<file path="config.mk">
export PLATFORM = sky130hd
export DESIGN_NAME = nibbler_fetch_seq_flat
export DESIGN_NICKNAME = d
export VERILOG_FILES = /design/src/rtl/nibbler_fetch_seq_if.sv /design/src/rtl/nibbler_fetch_seq.sv /design/src/flat_wrapper.sv
export SDC_FILE = /design/constraint.sdc
export NUM_CORES = 1
export LEC_CHECK = 0
export CAP_MARGIN = 20
export CORE_MARGIN = 10
export CORE_UTILIZATION = 46
export CTS_CLUSTER_DIAMETER = 150
export CTS_CLUSTER_SIZE = 28
export DETAILED_ROUTE_END_ITERATION = 10
export PLACE_DENSITY = 0.83
export SYNTH_ARGS = -nofsm -noshare
export SYNTH_HDL_FRONTEND = slang
export SYNTH_SLANG_ARGS = --single-unit
</file>
<file path="constraint.sdc">
create_clock -name clock -period 2.88 [get_ports clock]
set_clock_uncertainty 0.05 [all_clocks]
set_input_delay 0.432 -clock clock [delete_from_list [all_inputs] [get_ports clock]]
set_output_delay 0.432 -clock clock [all_outputs]
set_load 0.1 [all_outputs]
</file>
<file path="src/rtl/nibbler_fetch_seq_if.sv">
// Fetch sequencer bus: run/stall/branch controls, ROM data and sequencer state outputs.
// The master side is the sequencer; the slave side is the core/ROM environment.
interface nibbler_fetch_seq_if #(
    parameter int PC_W   = 12,
    parameter int OPC_W  = 4,
    parameter int OPR_W  = 4,
    parameter int NPHASE = 2
);
    localparam int PH_W = (NPHASE > 2) ? $clog2(NPHASE) : 1;

    logic                    enable;
    logic                    stall;
    logic                    load_pc;
    logic [PC_W-1:0]         load_addr;
    logic [OPC_W+OPR_W-1:0]  program_byte;
    logic [PC_W-1:0]         pc;
    logic [PH_W-1:0]         phase;
    logic [OPC_W-1:0]        instr;
    logic [OPR_W-1:0]        oprnd;
    logic                    fetch_valid;
    logic                    pc_wrapped;

    modport master (
        input  enable, stall, load_pc, load_addr, program_byte,
        output pc, phase, instr, oprnd, fetch_valid, pc_wrapped
    );

    modport slave (
        output enable, stall, load_pc, load_addr, program_byte,
        input  pc, phase, instr, oprnd, fetch_valid, pc_wrapped
    );
endinterface

</file>
<file path="src/rtl/nibbler_fetch_seq.sv">
// Nibbler fetch/phase sequencer: owns the PC, steps NPHASE phases per instruction and
// latches {instr,oprnd} from the combinational program ROM in phase 0.
module nibbler_fetch_seq #(
    parameter int PC_W   = 12,
    parameter int OPC_W  = 4,
    parameter int OPR_W  = 4,
    parameter int NPHASE = 2
) (
    input  logic                 clock,
    input  logic                 reset,
    nibbler_fetch_seq_if.master  bus
);
    localparam int PH_W = (NPHASE > 2) ? $clog2(NPHASE) : 1;
    localparam logic [PH_W-1:0] LAST_PHASE = PH_W'(NPHASE - 1);

    logic [PC_W-1:0]  pc_q;
    logic [PH_W-1:0]  phase_q;
    logic [OPC_W-1:0] instr_q;
    logic [OPR_W-1:0] oprnd_q;
    logic             fetch_valid_q;
    logic             pc_wrapped_q;
    logic             advance;

    assign advance = bus.enable & ~bus.stall;

    // A non-advancing cycle holds everything; only the fetch pulse is cleared.
    always_ff @(posedge clock or negedge reset) begin
        if (!reset) begin
            pc_q          <= '0;
            phase_q       <= '0;
            instr_q       <= '0;
            oprnd_q       <= '0;
            fetch_valid_q <= 1'b0;
            pc_wrapped_q  <= 1'b0;
        end else begin
            fetch_valid_q <= 1'b0;
            if (advance) begin
                if (phase_q == '0) begin
                    {instr_q, oprnd_q} <= bus.program_byte;
                    pc_q               <= pc_q + PC_W'(1);
                    fetch_valid_q      <= 1'b1;
                    phase_q            <= PH_W'(1);
                    if (&pc_q) begin
                        pc_wrapped_q <= 1'b1;
                    end
                end else if (phase_q == LAST_PHASE) begin
                    // Branches are taken only at the instruction boundary.
                    phase_q <= '0;
                    if (bus.load_pc) begin
                        pc_q <= bus.load_addr;
                    end
                end else begin
                    phase_q <= phase_q + PH_W'(1);
                end
            end
        end
    end

    assign bus.pc          = pc_q;
    assign bus.phase       = phase_q;
    assign bus.instr       = instr_q;
    assign bus.oprnd       = oprnd_q;
    assign bus.fetch_valid = fetch_valid_q;
    assign bus.pc_wrapped  = pc_wrapped_q;
endmodule

</file>
<file path="src/flat_wrapper.sv">
// flat-port wrapper written by rule: the top's interface ports become plain ports
module nibbler_fetch_seq_flat 
#(
    parameter int PC_W   = 12,
    parameter int OPC_W  = 4,
    parameter int OPR_W  = 4,
    parameter int NPHASE = 2
)
  (clock, reset, bus_enable, bus_stall, bus_load_pc, bus_load_addr, bus_program_byte, bus_pc, bus_phase, bus_instr, bus_oprnd, bus_fetch_valid, bus_pc_wrapped);
  nibbler_fetch_seq_if #(.PC_W(PC_W), .OPC_W(OPC_W), .OPR_W(OPR_W), .NPHASE(NPHASE)) bus_i ();
  input  logic clock;
  input  logic reset;
  input wire logic [$bits(bus_i.enable)-1:0] bus_enable;
  input wire logic [$bits(bus_i.stall)-1:0] bus_stall;
  input wire logic [$bits(bus_i.load_pc)-1:0] bus_load_pc;
  input wire logic [$bits(bus_i.load_addr)-1:0] bus_load_addr;
  input wire logic [$bits(bus_i.program_byte)-1:0] bus_program_byte;
  output wire logic [$bits(bus_i.pc)-1:0] bus_pc;
  output wire logic [$bits(bus_i.phase)-1:0] bus_phase;
  output wire logic [$bits(bus_i.instr)-1:0] bus_instr;
  output wire logic [$bits(bus_i.oprnd)-1:0] bus_oprnd;
  output wire logic [$bits(bus_i.fetch_valid)-1:0] bus_fetch_valid;
  output wire logic [$bits(bus_i.pc_wrapped)-1:0] bus_pc_wrapped;
  assign bus_i.enable = bus_enable;
  assign bus_i.stall = bus_stall;
  assign bus_i.load_pc = bus_load_pc;
  assign bus_i.load_addr = bus_load_addr;
  assign bus_i.program_byte = bus_program_byte;
  assign bus_pc = bus_i.pc;
  assign bus_phase = bus_i.phase;
  assign bus_instr = bus_i.instr;
  assign bus_oprnd = bus_i.oprnd;
  assign bus_fetch_valid = bus_i.fetch_valid;
  assign bus_pc_wrapped = bus_i.pc_wrapped;
  nibbler_fetch_seq #(.PC_W(PC_W), .OPC_W(OPC_W), .OPR_W(OPR_W), .NPHASE(NPHASE)) u_core (.clock(clock), .reset(reset), .bus(bus_i));
endmodule
</file>
After elaboration in Yosys (flattened, before gate mapping) --
Index checks and enable logic that the tools add are counted.
Word-level totals: bits in registers 23, bits of input ports 25, logic and storage cells 18
Cells by class: bitwise gates (word level) 3, muxes and demuxes 4, eq/ne operators 1, reduce and logical (&&, ||, !) cells 3, $add $sub $neg 1
Operators with widths (number):
- two-way mux 12 bit | 2
- AND reduction 14 bit | 1
- adder 12 x 1 -> 12 bit, second input constant | 1
- AND reduction 2 bit | 2
- two-way mux 1 bit | 2
- inequality test 2 bit, second input constant | 1
- inverter 1 bit | 2
- bitwise AND 1 bit | 1

Logic depth before layout (Yosys ltp) --
Gate-level depths: netlist of run 1.
depth in word-level cells 3, depth in mapped cells 5, gate-level depth less buffers 5

Worst setup path after synthesis of run 1 --
Ideal clock, no wire load.
kind flip-flop to flip-flop, start point register u_core.pc_q[4] (netlist: u_core.bus.pc[4]), end point register u_core.pc_q[7] (netlist: u_core.bus.pc[7]), cell stages (with the launch flop) 5, arrival 1.964 ns, setup time 0.124 ns, data required time 2.706 ns, slack 0.742 ns, buffers on the path 0, path through dfrtp_1 nand4_4 nor2_4 mux2_4 o221a_1
On the way: longest elaborated chain between the ends 2
RTL lines:
- start: declaration | RTL line nibbler_fetch_seq.sv:16 | logic [PC_W-1:0] pc_q;
- start signal: assignment | RTL line nibbler_fetch_seq.sv:40 | pc_q <= pc_q + PC_W'(1);
- start signal: assignment | RTL line nibbler_fetch_seq.sv:50 | pc_q <= bus.load_addr;
- adder 12 x 1 -> 12 bit | RTL line nibbler_fetch_seq.sv:40
- two-way mux 12 bit | RTL line nibbler_fetch_seq.sv:38 | if (phase_q == '0) begin
No other way between the ends. A chain may end at the register's enable or synchronous reset.

Worst setup path in the final report of run 1 --
start point register u_core.phase_q (netlist: u_core.bus.phase), end point output bus_phase
RTL lines:
- start: declaration | RTL line nibbler_fetch_seq.sv:17 | logic [PH_W-1:0] phase_q;
- start signal: assignment | RTL line nibbler_fetch_seq.sv:53 | phase_q <= phase_q + PH_W'(1);
- end: declaration | RTL line flat_wrapper.sv:19 | output wire logic [$bits(bus_i.phase)-1:0] bus_phase;
No word-level cell between the ends.

==> results of run 1 <==
synthesized netlist by cell type (2+ instances only):
library cell | n | area share [%]
a21oi_1 | 7 | 2.8
nand2_1 | 7 | 2.1
and3_1 | 4 | 2.0
o21ai_0 | 7 | 2.8
o22ai_1 | 4 | 2.0
inv_1 | 2 | 0.60
nand3_1 | 6 | 2.4
nor3_1 | 5 | 2.0
nor2_1 | 7 | 2.1
mux2_2 | 3 | 2.7
dfrtp_1 | 23 | 46
buf_2 | 3 | 1.2
o31ai_1 | 2 | 1.2
inv_2 | 2 | 0.60
mux2_1 | 5 | 4.5
nand4_1 | 3 | 1.5
area by class of cell:
| type | count | area (um2) | share of cell area (%) |
|---|---|---|---|
| well taps | 30 | 37.5 | 2.23 |
| clock buffers | 3 | 22.5 | 1.34 |
| clock inverters | 1 | 5.00 | 0.297 |
| repair buffers | 48 | 420 | 25.0 |
| multi-input cells | 87 | 607 | 36.1 |
| flip-flops and latches | 23 | 576 | 34.2 |
| inverters | 4 | 15.0 | 0.892 |
state kept, by name, indices dropped and copies added (netlist names):
signal / cells
u_core.bus.instr: 4
u_core.bus.fetch_valid: 1
u_core.bus.phase: 1
u_core.bus.pc_wrapped: 1
u_core.bus.oprnd: 4
u_core.bus.pc: 12
worst reg2reg max path, delay by kind of cell (launching register included):
family | cells | cell delay, ns
flip-flops | 1 | 0.91
AO/OA/AOI/OAI | 3 | 0.63
buffers and inverters | 1 | 0.27
worst max-delay path by stage:
stage | startpoint | to | slack [ns]
finish | u_core.bus.phase | bus_phase | 0.75
global route | u_core.bus.phase | u_core.bus.pc[2] | 0.67
CTS | u_core.bus.phase | bus_phase | 0.75
detailed placement | bus_stall | u_core.bus.oprnd[3] | 0.70
global placement | bus_stall | u_core.bus.instr[3] | 0.74
floorplan | u_core.bus.pc[4] | u_core.bus.pc[7] | 0.74
through the flow:
step	cells	setup slack [ns]	utilization [%]	hold WS, ns
finish	196	0.750	66.7	0.407
global route	196	0.670	66.7	0.421
CTS	196	0.753	66.7	0.414
detailed placement	192	0.695	65.6	0.420
global placement	192	0.744	65.6	0.403
floorplan	120	0.742	-	0.0864
cell families after synthesis:
logic type	share of synthesized area (%)
flip-flops	46.2
adder cells (fa/ha/maj)	1.00
AND/OR/NAND/NOR	18.3
multiplexers	9.25
XOR/XNOR	0.704
AO/OA/AOI/OAI	19.5
buffers and inverters	5.03
per-layer routing:
metal | share of wire, % | GRT usage, % | vias up
met3 | 7.7 | 3.81 | 0
li1 | - | - | 544
met2 | 49 | 22.6 | 42
met4 | 0 | 3.23 | 0
met5 | 0 | 0 | -
met1 | 43 | 16.2 | 534
==> summary.txt, run 1 <==
Yosys
  • Fraction of registers with async set/reset: 100%
  • Synth Cell Area: 1240 um2
  • Seq cells post-synth: 23
  • Post-Synthesis Cells: 120
  • Syn nets: 146
  • Yosys warnings: 0
  • Yosys cell types: 46
  • Register area share after synthesis: 46.2%
  • Dominant synthesized flop cell: dfrtp_1
  • Post-synth EDFFs: 0
  • Mean post-synth cell area: 10.4 um2

Drt
  • Initial drt markers: 104
  • Detail Route Antenna Nets: 0
  • WL/cell: 17.6 um
  • Router iterations before antenna repair: 6
  • Vias/cell: 5.71
  • DR vias: 1120
  • Routed wire length: 3450 um
  • Drt drc: 0

Clock network
  • H-Tree Depth: 1
  • Maximum buffer depth of the clock tree: 2
  • # clock sinks: 23
  • Clk slew on worst S/H paths: 0.13 ns
  • Hold buffers post-CTS: 0
  • Postcts setup bufs: 0
  • CTS root buffer: clkbuf_4
  • CTS buffer count: 3
  • # resized after CTS: 0
  • CTS tree: done
  • Clock latency on the worst-skew pair: 0.30 ns

Final layout
  • Post-route cell area: 1680 um2
  • Inserted Diodes: 0
  • Share of cells above drive strength 1: 25.3%
  • Most frequent cells in the layout: 24 x clkdlybuf4s50_1, 24 x buf_4, 23 x dfrtp_1
  • P&R area growth vs syn: 35.2%
  • Nets: 193
  • Filler Cell Count: 224

Timing
  • RSZ-0062 raised after global routing: false
  • Slew Limit Fails: 0
  • # setup viols final: 0
  • Minimum clock period: 2.13 ns
  • Setup_tns: 0 ns
  • Fmax: 470 MHz
  • Worst slew pin tran: 0.842 ns
  • Tcrit/Tclk final: 73.9%
  • Slew headroom: 43.8%
  • Hold Fails Final Rpt: 0

GRT
  • Pin count of the biggest net entering global routing: 25
  • Initial antenna violation count: 0
  • Number of global-route vias before repair: 1188
  • GRT Total Usage: 13.4%
  • Grt ovf: 0
  • First-pass GRT wire length: 5830 um

Worst setup path
  • Crit path max-delay family: flip-flops
  • Critical Path Max Stage Delay: 0.91 ns
  • CP max-delay cell: dfrtp_1
  • Arrival time at the worst endpoint: 1.65 ns
  • Crit path kind: reg2out
  • Worst-path cell chain: buf_4
  • Kind of end point of the critical path: output pin
  • Worst path bufs/invs: 1
  • Type of origin of the critical path: register
  • Worst-path maximum fanout: 24
  • Worst Path Required: 2.40 ns
  • Crit. path cell count: 1
  • Worst R2R Start: u_core.bus.phase
  • R2r endpoint: u_core.bus.pc[3]
  • R2r worst-path depth: 4
  • R2r setup slk: 0.94 ns

Job
  • Max-Cap Viols: 0

Place
  • Area after DPL: 1660 um2
  • # port buffers: 47
  • Placer Congestion: 0.803
  • Dpl hpwl: 2680 um

Die
  • Die area: 5190 um2
  • Chip Height: 72.0 um
  • Initial Util: 49.4%
  • Floorplan row count: 18
  • Core ar.: 2520 um2
  • Die Width: 72.0 um
  • Number of top-level pins: 48

Min path
  • Hold Path Class: in2async

Outcome
  • Outcome: complete, no violations
Power of run 1 is left out: the tool's default activity adds up to more than one toggle a clock period on the data nets, which glitch-free logic cannot reach.
==> inputs of run 2 (changes only) <==
- CORE_UTILIZATION: 46 -> 39
- PLACE_DENSITY: 0.83 -> 0.75
- clock period: 2.88 -> 1.9 ns (I/O delays scaled with it)
==> run 2 against run 1 <==
  * Routed wire length grew 9.0%
  * Critical path type is now reg2reg
  * Global-route usage fell by 0.69 points
  * Worst hold slack worse by 0.16 ns
  * Final area up 15%
  * Final cell count increased by 11%
  * First-iteration DRC count is 33% higher
  * Utilization shrank 3.4 points
  * Sequential cell count stayed put
  * Count of clock-buffer cells in the layout unchanged
  * Critical path depth is 4 higher
  * Worst setup slack got worse by 0.51 ns
==> summary.txt, run 2 (same netlist as run 1, synthesis figures left out) <==
Worst setup path
  • Arrival time at the worst endpoint: 1.84 ns (+0.19 ns)
  • Type of origin of the critical path: register
  • Worst path bufs/invs: 0 (-1)
  • CP max-delay cell: dfrtp_2
  • Crit path kind: reg2reg
  • Worst Path Required: 2.07 ns (-0.33 ns)
  • R2r worst-path depth: 5 (+1)
  • Worst-path maximum fanout: 7 (-71%)
  • Crit. path cell count: 5 (+4)
  • Critical Path Max Stage Delay: 0.47 ns (-0.44 ns)
  • Crit path max-delay family: simple AND/OR/NAND/NOR gates
  • Worst-path cell chain: ha_1, nand2_1, nor3_2, nor3_1, a311oi_1
  • Kind of end point of the critical path: register
  • Setup crit start: u_core.bus.pc[0]
  • CP Capture Point: u_core.bus.pc[10]
  • Worst R2R Start: u_core.bus.pc[0]
  • R2r endpoint: u_core.bus.pc[10]
  • R2r setup slk: 0.24 ns (-0.70 ns)

Final layout
  • Most frequent cells in the layout: 24 x clkdlybuf4s50_1, 19 x dfrtp_1, 17 x buf_4, 14 x buf_12
  • Utilization after layout: 63.3% (-3.4 points)
  • Inserted Diodes: 0 (unchanged)
  • Filler Cell Count: 255 (+14%)
  • Max FFs per register: 12 (unchanged)
  • Commonest non-fill, non-tap cell in the layout: clkdlybuf4s50_1
  • P&R area growth vs syn: 55.3%
  • Nets: 200 (+3.6%)
  • Fin cells: 217 (+11%)
  • Share of cells above drive strength 1: 30.6% (+5.3 points)

Timing
  • Tcrit/Tclk final: 87.5%
  • RSZ-0062 raised after global routing: false
  • Slew Limit Fails: 0 (unchanged)
  • Final hold slack: 0.246 ns (-0.161 ns)
  • Hold Fails Final Rpt: 0 (unchanged)
  • Worst slew pin tran: 0.339 ns (-0.503 ns)
  • Fmax: 601 MHz
  • # setup viols final: 0 (unchanged)
  • Slew headroom: 77.4% (+34 points)
  • Minimum clock period: 1.66 ns
  • Final worst slack: 0.237 ns (-0.513 ns)

Place
  • Inst Count DP: 213 (+11%)
  • # port buffers: 47 (unchanged)
  • Dpl hpwl: 3000 um (+12%)
  • Placer Congestion: 0.802 (-0.11%)
  • DP Worst Slack: 0.112 ns (-0.583 ns)

Clock network
  • CTS tree: done
  • # clock sinks: 23 (unchanged)
  • Clock latency on the worst-skew pair: 0.32 ns (+0.02 ns)
  • Hold buffers post-CTS: 0 (unchanged)
  • CTS root buffer: clkbuf_4
  • Clk slew on worst S/H paths: 0.13 ns (about the same)
  • Maximum buffer depth of the clock tree: 2 (unchanged)
  • # resized after CTS: 0 (unchanged)
  • CTS buffer count: 3 (unchanged)
  • Postcts setup bufs: 0 (unchanged)
  • H-Tree Depth: 1 (unchanged)

GRT
  • Number of global-route vias before repair: 1170 (-1.5%)
  • Grt ovf: 0 (unchanged)
  • Pin count of the biggest net entering global routing: 24 (-4.0%)
  • Initial antenna violation count: 0 (unchanged)
  • GRT Total Usage: 12.7% (-0.69 points)
  • First-pass GRT wire length: 6180 um (+6.0%)

Outcome
  • Outcome: complete, no violations

Die
  • Die Width: 76.5 um (+6.2%)
  • Initial Util: 40.8% (-8.6 points)
  • Die area: 5850 um2 (+13%)
  • Number of top-level pins: 48 (unchanged)
  • Core ar.: 3050 um2 (+21%)
  • Floorplan row count: 20 (+2)
  • Chip Height: 76.5 um (+6.2%)

Min path
  • Hold Path Class: in2async

Drt
  • Vias/cell: 5.43 (-4.9%)
  • DR vias: 1179 (+5.3%)
  • Initial drt markers: 138 (+33%)
  • Routed wire length: 3760 um (+9.0%)
  • Router iterations before antenna repair: 4 (-2)
  • Detail Route Antenna Nets: 0 (unchanged)
  • WL/cell: 17.3 um (-1.5%)
  • Drt drc: 0 (unchanged)

Job
  • Max-Cap Viols: 0 (unchanged)
run 2: changes by cell type in the layout (fill, tap and decap cells not counted), sizes merged:
cell,previous run,this run
buf,24,31
run 2: metrics by stage:
stage,TNS [ns],cell area (um2)
after detailed placement,0,1910
after CTS,0,1930
after global routing,0,1930
after floorplan,-0.218,1250
final,0,1930
after global placement,0,1910
run 2: metal layers:
layer / part of all wire, % / global-route usage (%)
met5: 0 / 0
met3: 2.7 / 0.825
met2: 51 / 22.6
met1: 45 / 15.3
met4: 1.5 / 5.02
run 2: how the worst min path moves through the flow:
stage,end,depth (start not counted)
after global placement,u_core.bus.pc_wrapped,1
after global routing,u_core.bus.pc[11],2
after floorplan,u_core.bus.fetch_valid,0
after CTS,u_core.bus.fetch_valid,2
after detailed placement,u_core.bus.pc_wrapped,1
final,u_core.bus.pc[11],2
run 2: final cells by class:
type	instances	area [um2]	area share (%)
clock buffers	3	22.5	1.17
multi-input cells	87	607	31.4
inverters	4	15.0	0.777
well taps	44	55.1	2.85
repair buffers	55	648	33.5
clock inverters	1	5.00	0.259
flip-flops and latches	23	581	30.0
Power of run 2 is left out for the same reason.
==> inputs of run 3 (changes only) <==
- CORE_MARGIN: 10 -> 2
- CTS_CLUSTER_DIAMETER: 150 -> 100
==> run 3 against run 2 <==
  * Count of clock-buffer cells in the layout stayed put
  * First-iteration DRC count is 67% lower
  * Register-to-register slack better by 0.02 ns
  * Via count fell by 1.4%
  * Critical path depth decreased by 1
  * Final area is 1.3% lower
  * Utilization is 0.82 points lower
  * Routed wire length decreased by 13%
==> summary.txt, run 3 (same netlist as run 1, synthesis figures left out) <==
Timing
  • Hold Fails Final Rpt: 0 (unchanged)
  • Slew headroom: 75.9% (-1.5 points)
  • # setup viols final: 0 (unchanged)
  • Slew Limit Fails: 0 (unchanged)
  • RSZ-0062 raised after global routing: false
  • Fmax: 610 MHz (+1.4%)
  • Setup_tns: 0 ns (unchanged)
  • Worst slew pin tran: 0.361 ns (+0.0220 ns)
  • Tcrit/Tclk final: 86.3% (-1.2 points)
  • Minimum clock period: 1.64 ns (-0.0229 ns)

Final layout
  • Fin cells: 217 (unchanged)
  • Max FFs per register: 12 (unchanged)
  • Most frequent cells in the layout: 24 x clkdlybuf4s50_1, 19 x buf_4, 19 x dfrtp_1, 12 x buf_12
  • Share of cells above drive strength 1: 30.6% (unchanged)
  • Inserted Diodes: 0 (unchanged)
  • Filler Cell Count: 260 (+2.0%)
  • P&R area growth vs syn: 53.3%
  • Utilization after layout: 62.5% (-0.82 points)
  • Commonest non-fill, non-tap cell in the layout: clkdlybuf4s50_1
  • Nets: 200 (unchanged)

Drt
  • Drt drc: 0 (unchanged)
  • Routed wire length: 3280 um (-13%)
  • DR vias: 1163 (-1.4%)
  • Initial drt markers: 45 (-67%)
  • Detail Route Antenna Nets: 0 (unchanged)
  • WL/cell: 15.1 um (-13%)
  • Vias/cell: 5.36 (-1.4%)
  • Router iterations before antenna repair: 4 (unchanged)

Die
  • Initial Util: 40.8% (unchanged)
  • Chip Height: 60.5 um (-21%)
  • Floorplan row count: 20 (unchanged)
  • Number of top-level pins: 48 (unchanged)
  • Die Width: 60.5 um (-21%)
  • Die area: 3660 um2 (-37%)
  • Core ar.: 3050 um2 (unchanged)

Worst setup path
  • Arrival time at the worst endpoint: 1.81 ns (-0.03 ns)
  • Type of origin of the critical path: register
  • Kind of end point of the critical path: register
  • Worst-path maximum fanout: 6 (-1)
  • Crit path kind: reg2reg
  • Worst Path Required: 2.07 ns (about the same)

Job
  • Max-Cap Viols: 0 (unchanged)

Clock network
  • Postcts setup bufs: 0 (unchanged)
  • Maximum buffer depth of the clock tree: 2 (unchanged)
  • Hold buffers post-CTS: 0 (unchanged)
  • Clock latency on the worst-skew pair: 0.31 ns (about the same)
  • Clk slew on worst S/H paths: 0.13 ns (about the same)
  • CTS root buffer: clkbuf_4
  • CTS tree: done
  • # clock sinks: 23 (unchanged)
  • H-Tree Depth: 1 (unchanged)
  • # resized after CTS: 0 (unchanged)
  • CTS buffer count: 3 (unchanged)

GRT
  • First-pass GRT wire length: 5330 um (-14%)
  • Pin count of the biggest net entering global routing: 24 (unchanged)
  • Number of global-route vias before repair: 1129 (-3.5%)
  • GRT Total Usage: 19.0% (+6.4 points)
  • Initial antenna violation count: 0 (unchanged)
  • Grt ovf: 0 (unchanged)

Outcome
  • Outcome: complete, no violations

Place
  • # port buffers: 47 (unchanged)
  • Inst Count DP: 213 (unchanged)
  • Dpl hpwl: 2560 um (-15%)
  • Placer Congestion: 0.872 (+8.7%)

Min path
  • Hold Path Class: in2async
## run 3: worst max-delay path: stages, from the launching register on
cell	delay (ns)
dfrtp_1	0.55
nand4_4	0.20
nor2_4	0.21
mux2_4	0.31
o221a_1	0.22
## run 3: final timing paths
path | slack (ns) | cells after the start | startpoint | end
worst max-delay path | 0.26 | 4 | u_core.bus.pc[3] | u_core.bus.pc[7]
worst min-delay path | 0.26 | 2 | reset | u_core.bus.oprnd[0]
worst max register to register | 0.26 | 4 | u_core.bus.pc[3] | u_core.bus.pc[7]
worst min register to register | 0.45 | 1 | u_core.bus.pc_wrapped | u_core.bus.pc_wrapped
max in group asynchronous | 1.30 | 2 | reset | u_core.bus.pc[4]
min in group clock | 0.45 | 1 | u_core.bus.pc_wrapped | u_core.bus.pc_wrapped
## run 3: routing by layer
metal / global-route usage, % / part of all wire [%] / vias up
met5: 0 / 0 / -
met4: 6.83 / 0.43 / 0
li1: - / - / 558
met3: 1.28 / 4.7 / 2
met2: 31.1 / 50 / 34
met1: 27.0 / 45 / 569
## run 3: through the flow
stage | setup WS [ns] | instance area [um2] | hold slack [ns]
6_report | 0.260 | 1910 | 0.257
5_1_grt | 0.179 | 1910 | 0.281
4_1_cts | 0.251 | 1910 | 0.261
3_5_place_dp | 0.105 | 1880 | 0.421
3_3_place_gp | 0.165 | 1880 | 0.410
2_1_floorplan | -0.218 | 1250 | -0.0606
## run 3: cell type report
cell class	instances	area, um2	share of cell area [%]
well taps	44	55.1	2.89
flip-flops and latches	23	581	30.4
multi-input cells	87	607	31.8
clock inverters	1	5.00	0.262
repair buffers	55	623	32.7
inverters	4	15.0	0.787
clock buffers	3	22.5	1.18
Power of run 3 is left out for the same reason.
==> variant: new RTL, settings of run 3 <==
Reset style: synchronous (`reset`), changed in one clocked block.
--- a/src/rtl/nibbler_fetch_seq.sv
+++ b/src/rtl/nibbler_fetch_seq.sv
@@ -24,7 +24,7 @@
     assign advance = bus.enable & ~bus.stall;
 
     // A non-advancing cycle holds everything; only the fetch pulse is cleared.
-    always_ff @(posedge clock or negedge reset) begin
+    always_ff @(posedge clock) begin
         if (!reset) begin
             pc_q          <= '0;
             phase_q       <= '0;
Function: differs if reset is asserted again (counterexample within 4 cycles, from zero or initial values and one cycle with reset low); with reset held inactive, the same outputs for 10 cycles.
==> variant against run 3 <==
- cell area down 4.4%
- die area down 1.6%
- register-to-register slack better by 0.11 ns
- first-iteration DRC count up 91%
- worst setup slack better by 0.094 ns
- sequential cell count unchanged
- non-clock buffer count down 3
- routed wire length down 3.8%
- synthesized area down 1.7%
- count of clock-buffer cells in the layout unchanged
- critical endpoint is now u_core.bus.pc[6]$_SDFFE_PN0P_
Power is left out: it rests on default switching activity, and per cell area and clock period it moved more than threefold.
==> variant: results (changes against run 3) <==
metric,value,unit,change
wire_per_inst,12.87,microns,was 15.12 microns
worst_slew_pin_slew,0.3519,ns,was 0.3613 ns
most_frequent_cells_after_synthesis,"32 x sky130_fd_sc_hd__nand2_1, 23 x sky130_fd_sc_hd__dfxtp_1, 18 x sky130_fd_sc_hd__a21oi_1",,"was 23 x sky130_fd_sc_hd__dfrtp_1, 7 x sky130_fd_sc_hd__a21oi_1, 7 x sky130_fd_sc_hd__nand2_1, 7 x sky130_fd_sc_hd__nor2_1, 7 x sky130_fd_sc_hd__o21ai_0"
synth_area,0.001224,sq mm,was 0.001245 sq mm
area.sequential,470.5,sq um,was 580.6 sq um
hold_ws,0.4164,ns,was 0.2570 ns
gp_congestion,0.7714,,was 0.8717
detail_route.wirelength,3154,microns,was 3280 microns
clk_share,0.01509,,was 0.01443
num-multi-input-gates,121,,was 87
timing.critical_path.slowest_cell_delay,0.51,ns,was 0.55 ns
dpl_worst_slack,0.04463,ns,was 0.1045 ns
drt_first_iter_violations,86,,was 45
synth_async_sr_flop_share,0,,was 1.000
status,finished clean,,unchanged
largest_net_degree_at_the_start_of_global_routing,27,,was 24
reg2regPathDepth,5,,was 4
overall_via_count_from_detail_route,1319,,was 1163
regToRegSetupSlack,0.37,ns,was 0.26 ns
hold_path.class,reg -> reg,,was in -> async
detailed_place.area,0.001797,sq mm,was 0.001881 sq mm
fillCellCount,267,,was 260
grt_util_met3,0.02381,,was 0.01279
cpMaxStageDelayCell,sky130_fd_sc_hd__clkdlybuf4s50_1,,was sky130_fd_sc_hd__dfrtp_1
grt_usage,0.1854,,was 0.1904
reg2reg_from,u_core.bus.pc[0]$_SDFFE_PN0P_,,was u_core.bus.pc[3]$_DFFE_PN0P_
cp-endpoint,u_core.bus.pc[6]$_SDFFE_PN0P_,,was u_core.bus.pc[7]$_DFFE_PN0P_
place_hpwl,2339,microns,was 2558 microns
areaGrowthSynthToFinish,49.08,%,was 53.27%
## variant: changes by cell type after synthesis, moves of 5 or more
cell and delta:
sky130_fd_sc_hd__mux2_1 -5, sky130_fd_sc_hd__buf_2 +5, sky130_fd_sc_hd__dfrtp_1 -23, sky130_fd_sc_hd__nand2_1 +25, sky130_fd_sc_hd__dfxtp_1 +23, sky130_fd_sc_hd__a21oi_1 +11
## variant: kinds of logic (layout without fill, tap and decap cells)
family / after synthesis / in the layout / synth area share
fa+ha+maj: 1 / 1 / 0.01022
buf+inv: 11 / 57 / 0.04805
mux: 5 / 5 / 0.04090
compound gates: 45 / 45 / 0.2209
flops: 23 / 23 / 0.3763
simple gates: 70 / 70 / 0.3037
## variant: metal layers
metal  vias up  part of all wire
li1        648                 -
met1       608              0.43
met2        58              0.48
met3         5             0.077
met4         0             0.018
met5         -                 0
